`config.mk`:
```
export PLATFORM = sky130hd
export DESIGN_NAME = mem_sp_init
export DESIGN_NICKNAME = d
export VERILOG_FILES = /design/src/rtl/mem_sp_init.sv
export SDC_FILE = /design/constraint.sdc
export NUM_CORES = 1
export LEC_CHECK = 0
export ABC_AREA = 1
export CAP_MARGIN = 0
export CORE_MARGIN = 8
export CORE_UTILIZATION = 40
export CTS_CLUSTER_SIZE = 12
export DETAILED_ROUTE_END_ITERATION = 7
export RECOVER_POWER = 50
export REMOVE_ABC_BUFFERS = 1
export SETUP_SLACK_MARGIN = 0.4
export SLEW_MARGIN = 20
export SYNTH_ARGS = -nofsm -noshare
export SYNTH_HDL_FRONTEND = slang
export SYNTH_SLANG_ARGS = --single-unit
```
`constraint.sdc`:
```
create_clock -name clk -period 4.5 [get_ports clk]
set_input_delay 0.9 -clock clk [delete_from_list [all_inputs] [get_ports clk]]
set_output_delay 0.9 -clock clk [all_outputs]
set_load 0.005 [all_outputs]
```
`src/rtl/mem_sp_init.sv`:
```
// ============================================================================
// Module  : mem_sp_init
// Brief   : Single-port sync RAM, post-reset zeroing sweep, registered read.
//           Optional per-word parity via `MEM_PARITY_EN.
// Revision: 1.0 - initial release
// ============================================================================
`default_nettype none

module mem_sp_init #(
    parameter int A_HEIGHT = 4,
    parameter int D_WIDTH  = 4
) (
    input  logic                clk,
    input  logic                rst_n,
    input  logic                rd,
    input  logic                wr,
    input  logic [A_HEIGHT-1:0] addr,
    input  logic [D_WIDTH-1:0]  din,
    input  logic                inj_perr,
    output logic [D_WIDTH-1:0]  dout,
    output logic                dout_vld,
    output logic                busy,
    output logic                perr
);

    localparam int DEPTH = 2 ** A_HEIGHT;
    localparam logic [A_HEIGHT:0] c_LAST = (A_HEIGHT + 1)'(DEPTH - 1);

`ifdef MEM_PARITY_EN
    localparam int MW = D_WIDTH + 1;
`else
    localparam int MW = D_WIDTH;
`endif

    typedef enum logic [0:0] {
        ST_INIT = 1'b0,
        ST_IDLE = 1'b1
    } state_t;

    state_t              r_state;
    logic [A_HEIGHT:0]   r_init_cnt;
    logic [D_WIDTH-1:0]  r_dout;
    logic                r_dout_vld;
    logic                r_busy;
    logic                r_perr;
    logic [MW-1:0]       r_mem [DEPTH];

    logic                w_mem_we;
    logic [A_HEIGHT-1:0] w_mem_addr;
    logic [MW-1:0]       w_mem_wdata;
    logic [MW-1:0]       w_wr_word;
    logic                w_acc_ok;

`ifdef MEM_PARITY_EN
    assign w_wr_word = {(^din) ^ inj_perr, din};
`else
    logic w_unused_inj;
    assign w_unused_inj = inj_perr;
    assign w_wr_word    = din;
`endif

    assign w_acc_ok    = (r_state == ST_IDLE);
    assign w_mem_we    = (r_state == ST_INIT) || (w_acc_ok && wr);
    assign w_mem_addr  = (r_state == ST_INIT) ? r_init_cnt[A_HEIGHT-1:0] : addr;
    assign w_mem_wdata = (r_state == ST_INIT) ? '0 : w_wr_word;

    // Storage is deliberately not reset; the sweep clears it after release.
    always_ff @(posedge clk) begin
        if (w_mem_we) begin
            r_mem[w_mem_addr] <= w_mem_wdata;
        end
    end

    always_ff @(posedge clk or negedge rst_n) begin
        if (!rst_n) begin
            r_state    <= ST_INIT;
            r_init_cnt <= '0;
            r_busy     <= 1'b1;
            r_dout     <= '0;
            r_dout_vld <= 1'b0;
            r_perr     <= 1'b0;
        end else begin
            r_dout_vld <= 1'b0;
            r_perr     <= 1'b0;
            case (r_state)
                ST_INIT: begin
                    r_init_cnt <= r_init_cnt + 1'b1;
                    if (r_init_cnt == c_LAST) begin
                        r_state <= ST_IDLE;
                        r_busy  <= 1'b0;
                    end
                end
                ST_IDLE: begin
                    // Reads see the pre-edge contents, giving read-before-write.
                    if (rd) begin
                        r_dout     <= r_mem[addr][D_WIDTH-1:0];
                        r_dout_vld <= 1'b1;
`ifdef MEM_PARITY_EN
                        r_perr     <= ^r_mem[addr];
`endif
                    end
                end
                default: begin
                    r_state <= ST_INIT;
                end
            endcase
        end
    end

    assign dout     = r_dout;
    assign dout_vld = r_dout_vld;
    assign busy     = r_busy;
`ifdef MEM_PARITY_EN
    assign perr     = r_perr;
`else
    logic w_unused_perr;
    assign w_unused_perr = r_perr;
    assign perr          = 1'b0;
`endif

endmodule

`default_nettype wire

```
==> results_dict.tcl <==
set metrics [dict create \
    critPathLaunchType "input port" \
    num_rows 33 \
    grt_pass1_wl_um 10700 \
    dp_slack_ns 1.56 \
    nFillCells 760 \
    cts.htree.levels 3 \
    dieWidth_um 108 \
    crit_end "r_mem[6][2]" \
    hold_path.class "reg -> reg" \
    clk_pin_slew_ns 0.07 \
    timing.rr.end "r_mem[6][2]" \
    grt_pass1_vias 2142 \
    synth_seq_cells 76 \
    finalSetupTns_ns 0 \
    cts_num_sinks 76 \
    drv_slew 0 \
    hold_violations 0 \
    wl_met2_um 3120 \
    initial_core_util_pct 41.0 \
    cts_tree "yes" \
    syn-mean-instance-area_um2 10.9 \
    ctsResizeCount 0 \
    drt_iter0_drc 119 \
    cts-root-buf "clkbuf_8" \
    setup_ws_ns 1.91 \
    insertion_delay_ns 0.35 \
    top_layer_used "met4" \
    syn_to_final_growth_pct 12.9 \
    n_antenna_cell 0 \
    synth_xor_area_share_pct 0.784 \
    fp.dieH_um 108 \
    powerDensity_mw_per_mm2 389 \
    max_cap_violations 0 \
    cp-end-kind "register" \
    reg2reg_from "r_state" \
    vias 2061 \
    timing.final.crit_period_ns 2.59 \
    cts_made_buffers 9 \
    path_class "in -> reg" \
    coreArea_mm2 0.00818 \
    rrSetupSlack_ns 1.94 \
    wl_met3_um 316 \
    grt.overflow.total 0 \
    worstMarginPinSlew_ns 0.656 \
    worstRegToRegCells 4 \
    synth_compound_area_share_pct 1.53 \
    synth_warnings 0 \
    fmaxAchievable_mhz 386 \
    crit_arrival_ns 2.59 \
    hold_buffers 0 \
    p_leak_nw 1.51 \
    syn_inst 308 \
    wl_met1_um 3040 \
    drc_errors 0 \
    nNetsFinal 339 \
    peakVddDrop_v 0.000149 \
    gp_congestion 0.788 \
    required_ns 4.51 \
    hpwlAfterDp_um 4350 \
    viasPerCell 4.75 \
    rsz0062_at_grt "no" \
    dieArea_mm2 0.0116 \
    outcome "completed" \
    total_power_mw 1.47 \
    muxShareOfSynthArea_pct 0 \
    io_pins 20 \
    slew_headroom_pct 56.3 \
    ys_types 29 \
    routed_wl_um 6600 \
    synth_top_family_by_area "simple AND/OR/NAND/NOR gates" \
    cts_setup_buffers 0 \
    grt_use_total_pct 12.3 \
    fin_crit_sh_pct 57.5 \
    cp_max_fo 17 \
    finalSetupViolCount 0 \
    drtPass1Iterations 4 \
    finClkSkew_ns 0.00531 \
    critPathLaunch "addr[1]" \
    antenna_left 0 \
    antenna_found_initial 0 \
    port_buffers 17 \
    synth_fa_ha_area_share_pct 0.746 \
    syn_area_mm2 0.00335 \
    wl_per_cell_um 15.2 \
    ys_seq_area_share_pct 66.3 \
    yosys.area_share.simple_pct 24.4 \
    grt_max_degree 34 \
    drive_gt1_share_pct 10.3 \
    cts_buffer_depth 2 \
]
stage by stage:
stage | util, % | cell area (um^2) | hold slack [ns] | cells
after floorplan | - | 3230 | 0.453 | 294
after CTS | 46.3 | 3790 | 0.487 | 434
after detailed placement | 43.4 | 3550 | 0.473 | 418
after global placement | 43.4 | 3550 | 0.467 | 418
final | 46.3 | 3790 | 0.482 | 434
after global routing | 46.3 | 3790 | 0.494 | 434
layout by cell type (no fill, tap or decap), types with 2 or more instances in the layout:
cell / count
nand2_1: 111
edfxtp_1: 64
nand3_1: 52
inv_1: 15
nor2_1: 14
clkbuf_8: 11
dfrtp_1: 11
clkdlybuf4s50_1: 11
dlygate4sd3_1: 6
nor3_2: 4
nor2_4: 2
xor2_1: 2
ha_1: 2
clkbuf_16: 2
buf_4: 2
worst max-delay path, cell delays in order:
cell             delay [ns]
clkdlybuf4s50_1        0.45
buf_4                  0.24
inv_4                  0.14
o21ai_2                0.29
nand2_1                0.20
nor2_1                 0.36
worst min path at each step:
stage                     slack [ns]     startpoint  cells after the start            end
after floorplan                 0.45  r_init_cnt[4]                      2  r_init_cnt[4]
after global placement          0.47  r_init_cnt[4]                      2  r_init_cnt[4]
after detailed placement        0.47           busy                      1           busy
after CTS                       0.49           busy                      1           busy
after global routing            0.49           busy                      1           busy
final                           0.48           busy                      1           busy
final cells by class:
class / count / area [um^2] / area share [%]
clock buffer: 14 / 205 / 5.42
timing repair buffer: 19 / 185 / 4.89
multi-input combinational: 199 / 926 / 24.5
sequential: 76 / 2220 / 58.7
inverter: 19 / 80.1 / 2.12
tap: 105 / 131 / 3.47
clock inverter: 2 / 35.0 / 0.925
registers in the layout, summed over array words and instances, names as in the netlist:
signal and count:
dout_vld 1, busy 1, dout 4, r_state 1, r_mem 64, r_init_cnt 5
power breakdown:
part           switching (mW)  internal (mW)  total (mW)
Combinational          0.0682         0.0368       0.105
Clock                   0.241          0.353       0.594
Sequential            0.00275          0.771       0.774
metal layers:
metal / GRT usage [%] / vias up
li1: - / 1065
met3: 2.99 / 7
met5: 0 / -
met1: 15.6 / 942
met4: 7.04 / 0
met2: 18.6 / 47
kinds of logic after synthesis:
logic type / Yosys count
adders and majority gates: 2
buffers and inverters: 33
and+or+nand+nor: 187
other: 1
DFF: 76
xor gates and xnor gates: 3
AOI/OAI and AO/OA: 6
Yosys cell counts:
| cell | instances | share of area [%] |
|---|---|---|
| a21oi_4 | 1 | 0.49 |
| and3_1 | 1 | 0.19 |
| dfstp_2 | 1 | 0.78 |
| inv_2 | 1 | 0.11 |
| nor3_2 | 4 | 1.2 |
| or2_2 | 1 | 0.19 |
| buf_4 | 6 | 1.3 |
| ha_1 | 2 | 0.75 |
| xnor2_1 | 1 | 0.26 |
| nor2_4 | 2 | 0.67 |
| edfxtp_1 | 64 | 57 |
| o21ai_0 | 1 | 0.15 |
| nand2_2 | 1 | 0.19 |
| buf_2 | 2 | 0.30 |
| nor2_1 | 14 | 1.6 |
| o21ai_2 | 1 | 0.26 |
| inv_6 | 1 | 0.26 |
| xor2_1 | 2 | 0.52 |
| conb_1 | 1 | 0.11 |
| a21oi_2 | 1 | 0.26 |
| nand2_1 | 111 | 12 |
| a21boi_0 | 1 | 0.22 |
| buf_6 | 6 | 2.0 |
| inv_4 | 2 | 0.37 |
| nand3_1 | 52 | 7.8 |
| inv_1 | 15 | 1.7 |
| o21ai_1 | 1 | 0.15 |
| or2_4 | 1 | 0.26 |
| dfrtp_1 | 11 | 8.2 |
Power figures use the tool's default switching activity.
